===== config.mk =====
export PLATFORM = sky130hd
export DESIGN_NAME = branch_resolve_bht
export DESIGN_NICKNAME = d
export VERILOG_FILES = /design/src/rtl/branch_resolve_bht.sv
export SDC_FILE = /design/constraint.sdc
export NUM_CORES = 1
export LEC_CHECK = 0
export ABC_AREA = 1
export CAP_MARGIN = 20
export CORE_ASPECT_RATIO = 2
export CORE_MARGIN = 2
export CORE_UTILIZATION = 60
export DETAILED_ROUTE_END_ITERATION = 8
export PLACE_DENSITY_LB_ADDON = 0.12
export SETUP_SLACK_MARGIN = 0.3
export SKIP_CTS_REPAIR_TIMING = 1
export SYNTH_ARGS = -nofsm -noshare
export SYNTH_HDL_FRONTEND = slang
export SYNTH_SLANG_ARGS = --single-unit

===== constraint.sdc =====
create_clock -name i_clk -period 5.1 [get_ports i_clk]
set_input_delay 1.02 -clock i_clk [delete_from_list [all_inputs] [get_ports i_clk]]
set_output_delay 1.02 -clock i_clk [all_outputs]
set_load 0.05 [all_outputs]

===== src/rtl/branch_resolve_bht.sv =====
// rtl/branch_resolve_bht.sv - RV32I branch resolution, 2-bit counter BHT, mispredict redirect and perf counters
module branch_resolve_bht #(
    parameter int BHT_ENTRIES = 64
) (
    input  logic        i_clk,
    input  logic        i_reset,
    input  logic [31:0] i_pred_pc,
    output logic        o_pred_taken,
    input  logic        i_ex_valid,
    input  logic [31:0] i_ex_pc,
    input  logic [2:0]  i_ex_funct3,
    input  logic        i_ex_pred_taken,
    input  logic [31:0] i_ex_target,
    input  logic        i_br_less,
    input  logic        i_br_equal,
    output logic        o_br_un,
    output logic        o_taken,
    output logic        o_redirect_valid,
    output logic [31:0] o_redirect_pc,
    output logic [31:0] o_br_count,
    output logic [31:0] o_mispred_count
);

    localparam int IDX_W = $clog2(BHT_ENTRIES);

    logic [1:0]       r_bht [BHT_ENTRIES];
    logic             r_redirect_valid;
    logic [31:0]      r_redirect_pc;
    logic [31:0]      r_br_count;
    logic [31:0]      r_mispred_count;

    logic [IDX_W-1:0] w_pred_idx;
    logic [IDX_W-1:0] w_ex_idx;
    logic             w_f3_ok;
    logic             w_dir;
    logic             w_br_un;
    logic             w_bv;
    logic             w_mp;
    logic [31:0]      w_fix_pc;
    logic [1:0]       w_ctr;
    logic [1:0]       w_ctr_next;
    logic             w_unused;

    assign w_pred_idx = i_pred_pc[IDX_W+1:2];
    assign w_ex_idx   = i_ex_pc[IDX_W+1:2];
    assign w_unused   = ^{i_pred_pc[31:IDX_W+2], i_pred_pc[1:0]};

    always_comb begin
        w_f3_ok = 1'b0;
        w_dir   = 1'b0;
        w_br_un = 1'b0;
        case (i_ex_funct3)
            3'b000: begin w_f3_ok = 1'b1; w_dir = i_br_equal;  end
            3'b001: begin w_f3_ok = 1'b1; w_dir = ~i_br_equal; end
            3'b100: begin w_f3_ok = 1'b1; w_dir = i_br_less;  w_br_un = 1'b1; end
            3'b101: begin w_f3_ok = 1'b1; w_dir = ~i_br_less; w_br_un = 1'b1; end
            3'b110: begin w_f3_ok = 1'b1; w_dir = i_br_less;  end
            3'b111: begin w_f3_ok = 1'b1; w_dir = ~i_br_less; end
            default: ;
        endcase
    end

    assign w_bv     = i_ex_valid & w_f3_ok;
    assign w_mp     = w_bv & (w_dir != i_ex_pred_taken);
    assign w_fix_pc = w_dir ? i_ex_target : (i_ex_pc + 32'd4);

    assign o_br_un      = w_br_un;
    assign o_taken      = w_bv & w_dir;
    // Read port sees the pre-update counter even when indices collide.
    assign o_pred_taken = r_bht[w_pred_idx][1];

    always_comb begin
        w_ctr      = r_bht[w_ex_idx];
        w_ctr_next = w_ctr;
        if (w_dir) begin
            if (w_ctr != 2'b11) w_ctr_next = w_ctr + 2'b01;
        end else begin
            if (w_ctr != 2'b00) w_ctr_next = w_ctr - 2'b01;
        end
    end

    always_ff @(posedge i_clk) begin
        if (i_reset) begin
            for (int i = 0; i < BHT_ENTRIES; i++) r_bht[i] <= 2'b01;
        end else if (w_bv) begin
            r_bht[w_ex_idx] <= w_ctr_next;
        end
    end

    always_ff @(posedge i_clk) begin
        if (i_reset) begin
            r_redirect_valid <= 1'b0;
            r_redirect_pc    <= 32'd0;
            r_br_count       <= 32'd0;
            r_mispred_count  <= 32'd0;
        end else begin
            r_redirect_valid <= w_mp;
            if (w_mp) r_redirect_pc <= w_fix_pc;
            if (w_bv && r_br_count != 32'hFFFF_FFFF) r_br_count <= r_br_count + 32'd1;
            if (w_mp && r_mispred_count != 32'hFFFF_FFFF) r_mispred_count <= r_mispred_count + 32'd1;
        end
    end

    assign o_redirect_valid = r_redirect_valid;
    assign o_redirect_pc    = r_redirect_pc;
    assign o_br_count       = r_br_count;
    assign o_mispred_count  = r_mispred_count;

endmodule


# --- Yosys cells after proc, flatten, opt, wreduce, memory -nomap -nowiden ---
# Memory sizes are Yosys's and may differ from the RTL's.
# Cells that the tools add are included.
op_classes:
  addsub: 5
  n_eq_ne: 9
  muxes: 15
  n_bitwise: 5
  reduce_logical: 9
op_table:
  columns: ["operator", "n"]
  rows:
  - ["$add A32 B1 Y32 const B", 2]
  - ["$ne A32 B32 Y1 const B", 2]
  - ["$add A32 B3 Y32 const B", 1]
  - ["$mux W32", 1]
  - ["$eq A3 B3 Y1 const B", 4]
  - ["$mux W1", 8]
  - ["$mux W2", 4]
  - ["$reduce_or A2 Y1", 4]
  - ["$mux W6", 1]
  - ["$reduce_or A6 Y1", 1]
  - ["$pmux W1 S4", 1]
  - ["$and A1 B1 Y1", 3]
  - ["$eq A3 B1 Y1 const B", 1]
  - ["$logic_not A3 Y1", 1]
  - ["$add A2 B1 Y2 const B", 1]
  - ["$logic_and A1 B1 Y1", 2]
  - ["$ne A2 B2 Y1 const B", 1]
  - ["$not A1 Y1", 2]
  - ["$reduce_bool A2 Y1", 1]
  - ["$sub A2 B1 Y2 const B", 1]
  - ["$ne A1 B1 Y1", 1]
totals:
  reg_bits: 97
  ram_bits: 128
  inputBits: 105
  out_inout_bits: 100
  n_memories: 1
memory_table:
  columns: ["memory", "words", "word_bits", "rd", "rd_clocked_by_memory_dff", "write_ports", "line_no", "rtl"]
  rows:
  - ["r_bht", 64, 2, 2, 0, 64, "26", "logic [1:0] r_bht [BHT_ENTRIES];"]

# --- Depth between registers and ports, before layout ---
logic_depth:
  ltp_word: 9
  mapped_depth: 15

# --- Worst setup path after synthesis ---
# No wires, ideal clock.
synth_timing:
  kind: "input to output"
  start: "input port i_pred_pc[2]"
  end: "output port o_pred_taken"
  arrival_ns: 2.368
  required_ns: 4.080
  path_slack_ns: 1.712
  stages: 8
  cell_sequence: "clkbuf_1 clkbuf_1 o21ai_0 o21ai_0 o211ai_1 nand3_1 nand3_1 nand2_1"
synth_between:
  elab_chain_len: 1
synth_rtl:
  columns: ["element", "line_no", "rtl"]
  rows:
  - ["start: declaration", "7", "input logic [31:0] i_pred_pc,"]
  - ["$mem_v2 Z64 W2", null, null]
  - ["end: declaration", "8", "output logic o_pred_taken,"]
# No other way between the ends.

# --- Worst setup path in the final report ---
# Same ends and word-level chain as after synthesis.

==> summary.txt <==
STA
  – Skew final: 0.0120 ns
  – Fin. Hold Viols: 0
  – Endpoints failing setup: 0
  – RSZ-0062 raised after global routing: false
  – Slew Viols, Final: 0
  – Fmax: 238 MHz
  – Final worst path period share: 82.5%
  – Slew at the pin closest to its max-slew limit: 0.852 ns
  – Hold_ws: 0.469 ns
  – Sum Neg Setup Slack: 0 ns
  – Crit path time final: 4.21 ns
  – Slew HR: 43.0%

Placement
  – GPL Wtd Cong: 0.981
  – Final HPWL DP: 31.5 mm
  – PortBufs: 178

Synth
  – Register area share after synthesis: 42.5%
  – Syn_nets: 2,051
  – Total of warnings raised by yosys: 0
  – Number of synthesized flops with an enable pin: 128
  – Mapped Avg Cell Area: 7.01 um^2
  – Count of cell types in the netlist: 40
  – Cell area after synthesis: 13,600 um^2
  – Synth Flop Type: edfxtp_1
  – Register bit total from synthesis: 225
  – Async SR Flop Fraction: 0%
  – Cell count after synthesis: 1,943

Route
  – DRC viols: 0
  – Drt initial violations: 954
  – Wirelength, routed: 43.5 mm
  – Drt first pass iters: 5
  – Avg Vias per Cell: 5.82
  – Via Count: 13,765
  – Post-DRT Antenna Nets: 0
  – WL/cell: 18.4 um

Layout
  – Commonest non-fill, non-tap cell in the layout: nand2_1
  – Share of layout cells above drive strength 1: 4.32%
  – # fillers: 1,864
  – Area growth syn-to-layout: 18.6%
  – Most frequent cells in the layout: nand2_1, nor2_1, inv_1, a21oi_1, clkdlybuf4s50_1
  – # nets final: 2,179

GRT
  – Grt total ovfl: 0
  – Largest net degree at the start of global routing: 98
  – Vias in the first global route: 13,672
  – First-pass GRT wire length: 68.3 mm
  – All-Layer GR Usage: 35.6%
  – Antenna violations before repair: 1

Floorplan
  – Die Wd: 111 um
  – Die Y: 217 um
  – Core ar.: 22,500 um^2
  – # IOs: 205
  – Initial core utilization: 60.4%
  – Die area: 24,000 um^2
  – FP Rows: 78

Critical path
  – CP Capture Type: output port
  – Worst path cell trace: clkdlybuf4s50_1 > inv_1 > nor2_1 > o21ai_0 > o211ai_1 > nand3_1 > nand3b_1 > nand2_1 > buf_4
  – R2R depth: 10
  – Reg-to-reg endpoint: o_mispred_count[10]
  – Setup crit start kind: input port
  – Critical path class: input port to output port
  – Reg2reg setup slack: 2.25 ns
  – Req. time, crit path: 4.08 ns
  – Arr. time, crit path: 3.19 ns
  – Slowest-stage cell, CP: inv_1
  – RR Startpoint: o_mispred_count[0]
  – Crit-path max FO: 16
  – Max incr delay on CP: 0.63 ns

Clock tree
  – CTS buffer count: 21
  – Root buf cell: clkbuf_16
  – Max clock buf depth: 3
  – Num Clock Sinks: 225
  – H-tree depth: 1
  – CTS tree: built
  – Insertion delay to the later sink of the worst-skew pair: 0.52 ns
  – Clock Pin Slew Worst Setup and Hold Paths: 0.06 ns

Worst hold path
  – Cell count of the worst hold path: 2
  – Worst Hold Class: flip-flop to flip-flop
  – Worst Hold End: o_redirect_pc[4]
  – Hold Crit Start: o_redirect_pc[4]

Power and ir drop
  – PwrDens: 271 nW/um^2
  – Max VDD drop: 0.265 mV
  – Leakage power: 6.08 nW

Job
  – Max-cap violations: 0

Run status
  – Status: completed
## area by class of cell
type	instances	area, um^2	share of cell area [%]
Timing Repair Buffer	195	1970	12.2
Inverter	256	961	5.95
Clock inverter	10	154	0.953
Multi-Input combinational cell	1372	6360	39.4
Tap cell	280	350	2.17
Clock buffer	27	568	3.52
Antenna cell	1	2.50	0.0155
Sequential cell	225	5790	35.8
## critical path: cells and delay by family
family | cells | cell delay, ns
AND/OR/NAND/NOR | 4 | 0.34
AO/OA/AOI/OAI | 2 | 0.59
buffers and inverters | 3 | 1.24
## metal layers
metal | wire [um] | GRT usage, % | share of wire, %
met4 | 3580 | 27.1 | 8.2
met1 | 14000 | 35.6 | 32
met2 | 22700 | 65.5 | 52
met5 | 0 | 0 | 0
met3 | 3270 | 5.54 | 7.5
## state kept, by name, summed over array words and instances, names as in the netlist
register,cells
r_bht,128
o_br_count,32
o_mispred_count,32
o_redirect_pc,32
o_redirect_valid,1
## logic make-up after synthesis
| kind of cell | synth area share (%) |
|---|---|
| xor gates and xnor gates | 3.28 |
| buffers and inverters | 10.8 |
| and+or+nand+nor | 29.5 |
| DFF | 42.5 |
| AOI/OAI and AO/OA | 13.7 |
| adders and majority gates | 0.275 |
## power breakdown
group          total [mW]  switching, mW  leakage, nW  internal (mW)
Combinational       0.696          0.486         3.80          0.211
Clock                1.70          0.705        0.350          0.991
Sequential           1.98         0.0253         1.94           1.96
Total                4.38           1.22         6.08           3.16
## synth_stat cells (all sizes together) (2+ instances only)
library cell | instances | area share, %
nand3 | 68 | 2.6
inv | 255 | 7.0
edfxtp | 128 | 28
nor2 | 277 | 7.9
dfxtp | 97 | 14
nand3b | 4 | 0.22
a31oi | 7 | 0.32
a21oi | 175 | 6.5
nand2 | 529 | 15
xor2 | 27 | 1.7
nor3 | 40 | 1.5
o21a | 2 | 0.11
nand4 | 25 | 1.1
o21ai | 118 | 4.3
or2 | 17 | 0.78
xnor2 | 24 | 1.5
nor3b | 3 | 0.17
nor4 | 6 | 0.28
ha | 3 | 0.28
buf | 53 | 2.8
o211ai | 43 | 2.4
clkbuf | 37 | 1.0
## through the flow
step	setup WS, ns	instance area [um^2]	power [mW]	util [%]	std cells
after floorplan	1.71	13600	2.47	-	1943
after global placement	0.976	15400	2.70	68.4	2328
after detailed placement	0.923	15400	2.71	68.4	2328
after CTS	0.950	16200	4.38	71.7	2365
after global routing	0.810	16200	4.50	71.7	2366
final	0.891	16200	4.38	71.7	2366
## worst max path at each step
stage,start,end,slack [ns],depth (start not counted)
6_report,i_pred_pc[2],o_pred_taken,0.89,9
5_1_grt,i_pred_pc[2],o_pred_taken,0.81,10
4_1_cts,i_pred_pc[2],o_pred_taken,0.95,9
3_5_place_dp,i_ex_pc[4],r_bht[16][1],0.92,12
3_3_place_gp,i_pred_pc[2],o_pred_taken,0.98,9
2_1_floorplan,i_pred_pc[2],o_pred_taken,1.71,8
Power figures use the tool's default switching activity.
